===== config.mk =====
export PLATFORM = sky130hd
export DESIGN_NAME = pes_fp_mul_pipe
export DESIGN_NICKNAME = d
export VERILOG_FILES = /design/src/rtl/pes_fp_mul_pipe.sv
export SDC_FILE = /design/constraint.sdc
export NUM_CORES = 2
export LEC_CHECK = 0
export CORE_UTILIZATION = 40
export DETAILED_ROUTE_END_ITERATION = 7
export GPL_TIMING_DRIVEN = 0
export HOLD_SLACK_MARGIN = 0.02
export PLACE_DENSITY = 0.63
export SLEW_MARGIN = 20
export SYNTH_ARGS = -nofsm -noshare
export SYNTH_HDL_FRONTEND = slang
export SYNTH_SLANG_ARGS = --single-unit

===== constraint.sdc =====
create_clock -name clk -period 7.7 [get_ports clk]
set_input_delay 1.155 -clock clk [delete_from_list [all_inputs] [get_ports clk]]
set_output_delay 1.155 -clock clk [all_outputs]
set_load 0.005 [all_outputs]

===== src/rtl/pes_fp_mul_pipe.sv =====
// Pipelined floating-point multiplier with valid/ready flow control and flush-to-zero.
// Define PES_FPMUL_RNE_EN for round-to-nearest-even; otherwise results are truncated.
module pes_fp_mul_pipe #(
  parameter int EXP_W = 8,
  parameter int MAN_W = 23
) (
  input  logic                 clk,
  input  logic                 rst,
  input  logic                 in_valid,
  output logic                 in_ready,
  input  logic [EXP_W+MAN_W:0] a,
  input  logic [EXP_W+MAN_W:0] b,
  output logic                 out_valid,
  input  logic                 out_ready,
  output logic [EXP_W+MAN_W:0] f,
  output logic [3:0]           flags
);
  localparam int W  = 1 + EXP_W + MAN_W;
  localparam int EW = EXP_W + 2;
  localparam int PW = 2 * (MAN_W + 1);
  localparam logic [EW-1:0]        BIAS    = EW'((1 << (EXP_W - 1)) - 1);
  localparam logic signed [EW-1:0] EXP_MAX = EW'((1 << EXP_W) - 1);
  localparam logic signed [EW-1:0] EXP_MIN = '0;
  localparam logic [W-1:0]         QNAN    = {1'b0, {EXP_W{1'b1}}, 1'b1, {(MAN_W-1){1'b0}}};

  logic en;
  logic v1_q, v2_q, v3_q, out_valid_q;
  logic [W-1:0] f_d, f_q;
  logic [3:0]   flags_d, flags_q;

  // The whole pipeline advances together; a stalled output freezes every stage.
  assign en        = out_ready | ~out_valid_q;
  assign in_ready  = en;
  assign out_valid = out_valid_q;
  assign f         = f_q;
  assign flags     = flags_q;

  // S1: unpack, classify, resolve special operands, sum exponents.
  logic [EXP_W-1:0] ea, eb;
  logic [MAN_W-1:0] ma, mb;
  logic a_zero, b_zero, a_inf, b_inf, a_nan, b_nan;
  logic spec1_d, sign1_d;
  logic [W-1:0] spec_f1_d;
  logic [3:0]   spec_fl1_d;
  logic signed [EW-1:0] exp1_d;

  assign {ea, ma} = a[W-2:0];
  assign {eb, mb} = b[W-2:0];
  assign a_zero   = (ea == '0);
  assign b_zero   = (eb == '0);
  assign a_nan    = (&ea) & (|ma);
  assign b_nan    = (&eb) & (|mb);
  assign a_inf    = (&ea) & ~(|ma);
  assign b_inf    = (&eb) & ~(|mb);
  assign sign1_d  = a[W-1] ^ b[W-1];
  assign exp1_d   = {2'b00, ea} + {2'b00, eb} - BIAS;

  // NOTE: every output of a combinational block gets a default first, so no path can infer a latch.
  always_comb begin
    spec1_d    = 1'b1;
    spec_f1_d  = QNAN;
    spec_fl1_d = 4'b0000;
    if (a_nan | b_nan) begin
      spec_fl1_d = 4'b0000;
    end else if ((a_inf & b_zero) | (b_inf & a_zero)) begin
      spec_fl1_d = 4'b1000;
    end else if (a_inf | b_inf) begin
      spec_f1_d = {sign1_d, {EXP_W{1'b1}}, {MAN_W{1'b0}}};
    end else if (a_zero | b_zero) begin
      spec_f1_d = {sign1_d, {(EXP_W+MAN_W){1'b0}}};
    end else begin
      spec1_d = 1'b0;
    end
  end

  logic spec1_q, sign1_q;
  logic [W-1:0] spec_f1_q;
  logic [3:0]   spec_fl1_q;
  logic signed [EW-1:0] exp1_q;
  logic [MAN_W-1:0] ma1_q, mb1_q;

  // S2: significand product with hidden bits restored.
  logic [PW-1:0] prod2_d, prod2_q;
  logic spec2_q, sign2_q;
  logic [W-1:0] spec_f2_q;
  logic [3:0]   spec_fl2_q;
  logic signed [EW-1:0] exp2_q;

  assign prod2_d = PW'({1'b1, ma1_q}) * PW'({1'b1, mb1_q});

  // S3: normalise from [1,4) to [1,2), then round.
  logic hi, guard, sticky, inc, carry, nx3_d;
  logic [MAN_W-1:0] man_t, man3_d;
  logic signed [EW-1:0] exp3_d;

  always_comb begin
    hi = prod2_q[PW-1];
    if (hi) begin
      man_t  = prod2_q[PW-2 -: MAN_W];
      guard  = prod2_q[PW-2-MAN_W];
      sticky = |prod2_q[PW-3-MAN_W:0];
    end else begin
      man_t  = prod2_q[PW-3 -: MAN_W];
      guard  = prod2_q[PW-3-MAN_W];
      sticky = |prod2_q[PW-4-MAN_W:0];
    end
`ifdef PES_FPMUL_RNE_EN
    inc = guard & (sticky | man_t[0]);
`else
    inc = 1'b0;
`endif
    {carry, man3_d} = {1'b0, man_t} + {{MAN_W{1'b0}}, inc};
    exp3_d = exp2_q + EW'(hi) + EW'(carry);
    nx3_d  = guard | sticky;
  end

  logic spec3_q, sign3_q, nx3_q;
  logic [W-1:0] spec_f3_q;
  logic [3:0]   spec_fl3_q;
  logic signed [EW-1:0] exp3_q;
  logic [MAN_W-1:0] man3_q;

  // Output: range check on the rounded biased exponent, then pack.
  always_comb begin
    f_d     = {sign3_q, exp3_q[EXP_W-1:0], man3_q};
    flags_d = {3'b000, nx3_q};
    if (spec3_q) begin
      f_d     = spec_f3_q;
      flags_d = spec_fl3_q;
    end else if (exp3_q >= EXP_MAX) begin
      f_d     = {sign3_q, {EXP_W{1'b1}}, {MAN_W{1'b0}}};
      flags_d = 4'b0101;
    end else if (exp3_q <= EXP_MIN) begin
      f_d     = {sign3_q, {(EXP_W+MAN_W){1'b0}}};
      flags_d = 4'b0011;
    end
  end

  // NOTE: state registers use non-blocking assignments so every stage samples pre-edge values.
  always_ff @(posedge clk) begin
    if (!rst) begin
      v1_q        <= 1'b0;
      v2_q        <= 1'b0;
      v3_q        <= 1'b0;
      out_valid_q <= 1'b0;
      f_q         <= '0;
      flags_q     <= '0;
    end else if (en) begin
      v1_q        <= in_valid;
      v2_q        <= v1_q;
      v3_q        <= v2_q;
      out_valid_q <= v3_q;
      f_q         <= f_d;
      flags_q     <= flags_d;
    end
  end

  // NOTE: datapath registers carry no reset; the stage valid bits alone decide what is meaningful.
  always_ff @(posedge clk) begin
    if (en) begin
      spec1_q    <= spec1_d;
      sign1_q    <= sign1_d;
      spec_f1_q  <= spec_f1_d;
      spec_fl1_q <= spec_fl1_d;
      exp1_q     <= exp1_d;
      ma1_q      <= ma;
      mb1_q      <= mb;

      spec2_q    <= spec1_q;
      sign2_q    <= sign1_q;
      spec_f2_q  <= spec_f1_q;
      spec_fl2_q <= spec_fl1_q;
      exp2_q     <= exp1_q;
      prod2_q    <= prod2_d;

      spec3_q    <= spec2_q;
      sign3_q    <= sign2_q;
      spec_f3_q  <= spec_f2_q;
      spec_fl3_q <= spec_fl2_q;
      exp3_q     <= exp3_d;
      man3_q     <= man3_d;
      nx3_q      <= nx3_d;
    end
  end
endmodule


# Yosys cells after proc, flatten, opt, wreduce, memory -nomap -nowiden
# Cells that the tools add are included.
classes:
  n_addsub: 3
  n_mul: 1
  n_div: 0
  order_cmp: 2
  eq_ne: 0
  shifts: 0
  mux: 13
  bitwise_logic: 16
  reduce_logical: 10
op_table:
  columns: ["op", "n"]
  rows:
  - ["32-bit 2-to-1 mux", 3]
  - ["23-bit OR reduction", 3]
  - ["31-bit 2-to-1 mux", 2]
  - ["24-bit by 24-bit multiplier with 48-bit output", 1]
  - ["23-bit 2-to-1 mux", 1]
  - ["22-bit OR reduction", 1]
  - ["8-bit zero test", 2]
  - ["8-bit AND reduction", 2]
  - ["10-bit by 1-bit adder with 10-bit output", 1]
  - ["10-bit by 9-bit >= comparator with 1-bit output (second input constant)", 1]
  - ["10-bit by 1-bit <= comparator with 1-bit output (second input constant)", 1]
  - ["9-bit by 7-bit subtractor with 10-bit output (second input constant)", 1]
  - ["8-bit by 8-bit adder with 9-bit output", 1]
  - ["4-bit 2-to-1 mux", 2]
  - ["1-bit AND", 6]
  - ["1-bit OR", 6]
  - ["1-bit 2-to-1 mux", 3]
  - ["3-bit 2-to-1 mux", 1]
  - ["1-bit inverter", 3]
  - ["3-bit OR reduction", 1]
  - ["2-bit 2-to-1 mux", 1]
  - ["2-bit OR reduction", 1]
  - ["1-bit XOR", 1]
totals:
  ff_bits: 302
  latchBits: 0
  ramBits: 0
  romBits: 0
  output_inout_bits: 38
  wordCells: 72
  n_memories: 0

# Logic depth before layout (Yosys ltp)
logic_depth:
  depth_word: 6
  depth_mapped: 27
  ltp_nobuf: 25

# Least setup slack after synthesis
# Ideal clock, no wire load.
synth_timing:
  path_kind: "input port to flip-flop"
  startpoint: "input out_ready"
  endpoint: "register f_q[23], in the netlist f[23]"
  setup_ns: 0.099
  t_arrival_ns: 7.302
  required_ns: 7.601
  path_slack_ns: 0.300
  stages: 6
  path_buffers: 2
  cell_sequence: "nor2b_1 > clkbuf_1 > inv_1 > clkbuf_1 > nand2_1 > a21boi_0"
synth_via:
  elab_chain_len: 1
synth_lines:
  columns: ["element", "line_no", "source"]
  rows:
  - ["start, declared", "14", "input logic out_ready,"]
  - ["1-bit OR", "32", "assign en = out_ready | ~out_valid_q;"]
  - ["named net in_ready", "10", "output logic in_ready,"]
  - ["end signal, assigned", "146", "f_q <= '0;"]
  - ["end signal, assigned", "153", "f_q <= f_d;"]
  - ["end, declared", "28", "logic [W-1:0] f_d, f_q;"]
# The timed path passes the listed nets, and every way through them passes these cells.
# A chain may end at the register's enable or synchronous reset.

# Final worst setup path
layout_timing:
  startpoint: "register mb1_q[11]"
  endpoint: "register prod2_q[46] (data pin)"
layout_via:
  elab_chain_len: 1
layout_lines:
  columns: ["element", "line_no", "source"]
  rows:
  - ["start, declared", "80", "logic [MAN_W-1:0] ma1_q, mb1_q;"]
  - ["start signal, assigned", "167", "mb1_q <= mb;"]
  - ["24-bit by 24-bit multiplier with 48-bit output", "89", "assign prod2_d = PW'({1'b1, ma1_q}) * PW'({1'b1, mb1_q});"]
  - ["named net prod2_d[46]", "83", "logic [PW-1:0] prod2_d, prod2_q;"]
  - ["end signal, assigned", "174", "prod2_q <= prod2_d;"]
  - ["end, declared", "83", null]
# The timed path passes the listed nets, and every way through them passes these cells.

==> impl_metrics.prom <==
# TYPE chip_impl_metric gauge
chip_impl_info{name="synth_common_cells",value="inv_1 (588), fa_1 (483), nand2_1 (299)"} 1
chip_impl_metric{name="initial_antenna_violation_count",unit=""} 8
chip_impl_info{name="most_repeated_cell_in_the_gate_level_netlist_after_synthesis",value="inv_1"} 1
chip_impl_metric{name="synthesis.area",unit="mm²"} 0.02661
chip_impl_metric{name="io-pin-count",unit=""} 106
chip_impl_metric{name="drive_above_1_share",unit="%"} 7.578
chip_impl_metric{name="grt_pass1_wl",unit="µm"} 121400
chip_impl_metric{name="cp_num_buf_inv",unit=""} 4
chip_impl_info{name="holdCritPathClass",value="flop to flop"} 1
chip_impl_info{name="critical_path.startpoint_type",value="flop"} 1
chip_impl_metric{name="crit_share_post_route",unit="%"} 98.05
chip_impl_info{name="worst_setup_path_type",value="flop to flop"} 1
chip_impl_metric{name="maxSlewViolCount",unit=""} 0
chip_impl_metric{name="insertion_delay",unit="ns"} 0.58
chip_impl_metric{name="number_of_vias_per_cell_after_detailed_routing",unit=""} 5.124
chip_impl_metric{name="gpl.final_weighted_congestion",unit=""} 0.9756
chip_impl_metric{name="min_period",unit="ns"} 7.550
chip_impl_metric{name="drv.max_cap_violation_count",unit=""} 0
chip_impl_metric{name="clock.fmax",unit="MHz"} 132.5
chip_impl_info{name="cts_tree",value="built"} 1
chip_impl_metric{name="dr_total_vias",unit=""} 18920
chip_impl_metric{name="die-height",unit="µm"} 259.9
chip_impl_info{name="cp-end-kind",value="flop"} 1
chip_impl_info{name="post_synth_main_area_contributors",value="fa_1 (36%), edfxtp_1 (19%), ha_1 (8.9%), inv_1 (8.3%), and2_1 (5.9%)"} 1
chip_impl_metric{name="die-area",unit="mm²"} 0.06757
chip_impl_metric{name="finalSetupViolCount",unit=""} 0
chip_impl_metric{name="preCtsSetupSlack",unit="ns"} -0.8756
chip_impl_metric{name="hold_buf_count_cts",unit=""} 0
chip_impl_metric{name="drtIter0Drc",unit=""} 1199
chip_impl_metric{name="core_footprint",unit="mm²"} 0.06575
chip_impl_metric{name="global_routing_usage_summed_across_all_routing_layers",unit="%"} 24.43
chip_impl_metric{name="fillers",unit=""} 6191
chip_impl_metric{name="max_stage_delay",unit="ns"} 0.66
chip_impl_metric{name="maximum_count_of_clock_buffers_along_a_single_path",unit=""} 3
chip_impl_metric{name="final.setup.worst_slack",unit="ns"} 0.1503
chip_impl_metric{name="timing.critical_path.depth",unit=""} 21
chip_impl_info{name="critPathTopFamily",value="adder cells"} 1
chip_impl_metric{name="r2r_slack",unit="ns"} 0.15
chip_impl_metric{name="synthDominantCellAreaShare",unit="%"} 36.33
chip_impl_metric{name="worst_slew_pin_slew",unit="ns"} 0.8815
chip_impl_metric{name="flow.area_growth_from_synthesis",unit="%"} 13.05
chip_impl_metric{name="crit_path_max_fanout",unit=""} 10
chip_impl_info{name="biggest_area_consumer_among_synthesized_cells",value="fa_1"} 1
chip_impl_metric{name="design.final.nets",unit=""} 3547
chip_impl_metric{name="ant_nets",unit=""} 0
chip_impl_info{name="ys_dominant_reg_cell",value="edfxtp_1"} 1
chip_impl_metric{name="starting_utilization_of_the_core_area",unit="%"} 40.48
chip_impl_metric{name="number_of_h_tree_levels",unit=""} 1
chip_impl_metric{name="slew_headroom",unit="%"} 41.23
chip_impl_metric{name="wl_per_cell",unit="µm"} 21.88
chip_impl_metric{name="hold_viol_final",unit=""} 0
chip_impl_metric{name="placedCellCount",unit=""} 3610
chip_impl_metric{name="synth-edff-count",unit=""} 166
chip_impl_metric{name="ys_async_sr_fraction",unit="%"} 0
chip_impl_metric{name="yosysWarnings",unit=""} 0
chip_impl_info{name="cts_root_buffer",value="clkbuf_16"} 1
chip_impl_metric{name="final_cells",unit=""} 3692
chip_impl_info{name="timing.critical_path.cells",value="clkbuf_2, nand2_1, fa_1, fa_1, inv_1, fa_1, fa_1, fa_1, fa_1, inv_1, fa_1, inv_1, ha_1, o21a_1, nor2_1, o311ai_4, nor2_2, o211ai_2, a2111oi_2, a211oi_2, xor2_2"} 1
chip_impl_metric{name="synth-seq-cells",unit=""} 206
chip_impl_metric{name="drt_drc_violations_left",unit=""} 0
chip_impl_metric{name="grt-ovfl-total",unit=""} 0
chip_impl_metric{name="avgSynthCellArea",unit="µm²"} 10.08
chip_impl_metric{name="critical_path_data_arrival_time",unit="ns"} 7.84
chip_impl_metric{name="postRouteWirelength",unit="µm"} 80780
chip_impl_metric{name="tritoncts.num_buffers",unit=""} 24
chip_impl_metric{name="floorplan.rows",unit=""} 94
chip_impl_metric{name="synthDistinctLibCells",unit=""} 76
chip_impl_metric{name="clkSlewWorstSetupHoldPaths",unit="ns"} 0.06
chip_impl_metric{name="postSynthNetCount",unit=""} 3380
chip_impl_metric{name="number_of_global_route_vias_before_repair",unit=""} 19930
chip_impl_info{name="rsz0062_at_grt",value="yes"} 1
chip_impl_metric{name="detailedRoute.firstPassIterationCount",unit=""} 5
chip_impl_metric{name="hold-worst-slack",unit="ns"} 0.4109
chip_impl_metric{name="port_buffers",unit=""} 104
chip_impl_metric{name="rr_worst_depth",unit=""} 21
chip_impl_info{name="crit_top_cell",value="fa_1"} 1
chip_impl_metric{name="critical_path_required",unit="ns"} 7.99
chip_impl_metric{name="synth_sequential_area_ratio",unit="%"} 21.74
chip_impl_metric{name="dpl.hpwl",unit="µm"} 66090
chip_impl_info{name="crit_slowest_cell",value="edfxtp_1"} 1
chip_impl_metric{name="skew",unit="ns"} 0.03560
chip_impl_info{name="status",value="completed"} 1
chip_impl_metric{name="netlist_instances",unit=""} 2639
chip_impl_metric{name="grt_max_degree",unit=""} 51
chip_impl_metric{name="clock_sink_count",unit=""} 206
chip_impl_metric{name="min_path_cells",unit=""} 0
chip_impl_metric{name="die_w",unit="µm"} 259.9
layout make-up:
cell class / count / area (µm²) / share of cell area [%]
Antenna cell: 4 / 10.01 / 0.03327
Buffer: 120 / 614.3 / 2.042
Clock buffer: 33 / 671.9 / 2.233
Clock inverter: 11 / 90.09 / 0.2994
Inverter: 592 / 2245 / 7.461
Multi-Input combinational cell: 1719 / 18190 / 60.47
Sequential cell: 206 / 5786 / 19.23
Tap cell: 864 / 1081 / 3.593
Timing Repair Buffer: 143 / 1394 / 4.633
sequential cells by signal, summed over array words and instances, names as in the netlist, 3 cells and up:
signal	count
exp1_q	10
exp2_q	10
exp3_q	10
f	32
flags	4
ma1_q	23
man3_q	23
mb1_q	23
prod2_q	48
spec_f1_q	3
spec_f2_q	3
spec_f3_q	3
per-layer routing:
layer / GRT usage (%) / part of all wire [%] / vias up
li1: - / - / 8427
met1: 32.38 / 41 / 9563
met2: 39.49 / 46 / 780
met3: 5.058 / 9.2 / 147
met4: 8.791 / 4.2 / 2
met5: 0 / 0.015 / -
logic make-up after synthesis:
kind of cell,share of synthesized area (%)
simple gates,14.14
buf+inv,10.16
fa+ha+maj,45.27
compound gates,5.703
flops,21.74
xor+xnor,1.942
mux,1.048
placed cells by master, fill, tap and decap left out, types with 24 or more instances in the layout:
| cell type | n |
|---|---|
| nor2_1 | 60 |
| xnor2_1 | 41 |
| and2_1 | 250 |
| fa_1 | 483 |
| nand2_1 | 299 |
| ha_1 | 188 |
| clkbuf_1 | 54 |
| clkdlybuf4s50_1 | 104 |
| nor2b_1 | 32 |
| a22oi_1 | 30 |
| edfxtp_1 | 166 |
| buf_4 | 42 |
| clkbuf_16 | 24 |
| a21oi_1 | 60 |
| clkbuf_2 | 36 |
| inv_1 | 584 |
| dfxtp_1 | 40 |
| a21o_1 | 25 |
path summary, 6_finish.rpt:
path	startpoint	to
worst max-delay path	mb1_q[11]	prod2_q[46]
worst min register to register	spec_fl1_q[3]	spec_fl2_q[3]
worst max register to register	mb1_q[11]	prod2_q[46]
worst min-delay path	spec_fl1_q[3]	spec_fl2_q[3]
stage by stage:
step / TNS (ns) / area [µm²] / utilization, %
floorplan: 0 / 26610 / -
CTS: -0.01866 / 29830 / 45.37
global placement: -274.92 / 28740 / 43.71
finish: 0 / 30090 / 45.76
global route: -0.06815 / 30080 / 45.76
detailed placement: -7.570 / 28820 / 43.84
what timing repair did:
action / in CTS / in global routing
pin swaps: 0 / 3
setup buffers: 12 / 24
endpoints found under the setup margin: 20 / 10
cloned: 0 / 0
resized for setup: 72 / 63
worst reg2reg max path: cells and delay by family, from the launching register on:
family	cells	cell delay [ns]
AOI/OAI and AO/OA	5	1.08
adders and majority gates	8	3.98
xor gates and xnor gates	1	0.19
DFF	1	0.66
buffers and inverters	4	0.67
and+or+nand+nor	3	0.68
Power is not shown: default switching activity piles up to over one toggle a cycle in this logic, so the estimate is an artifact.
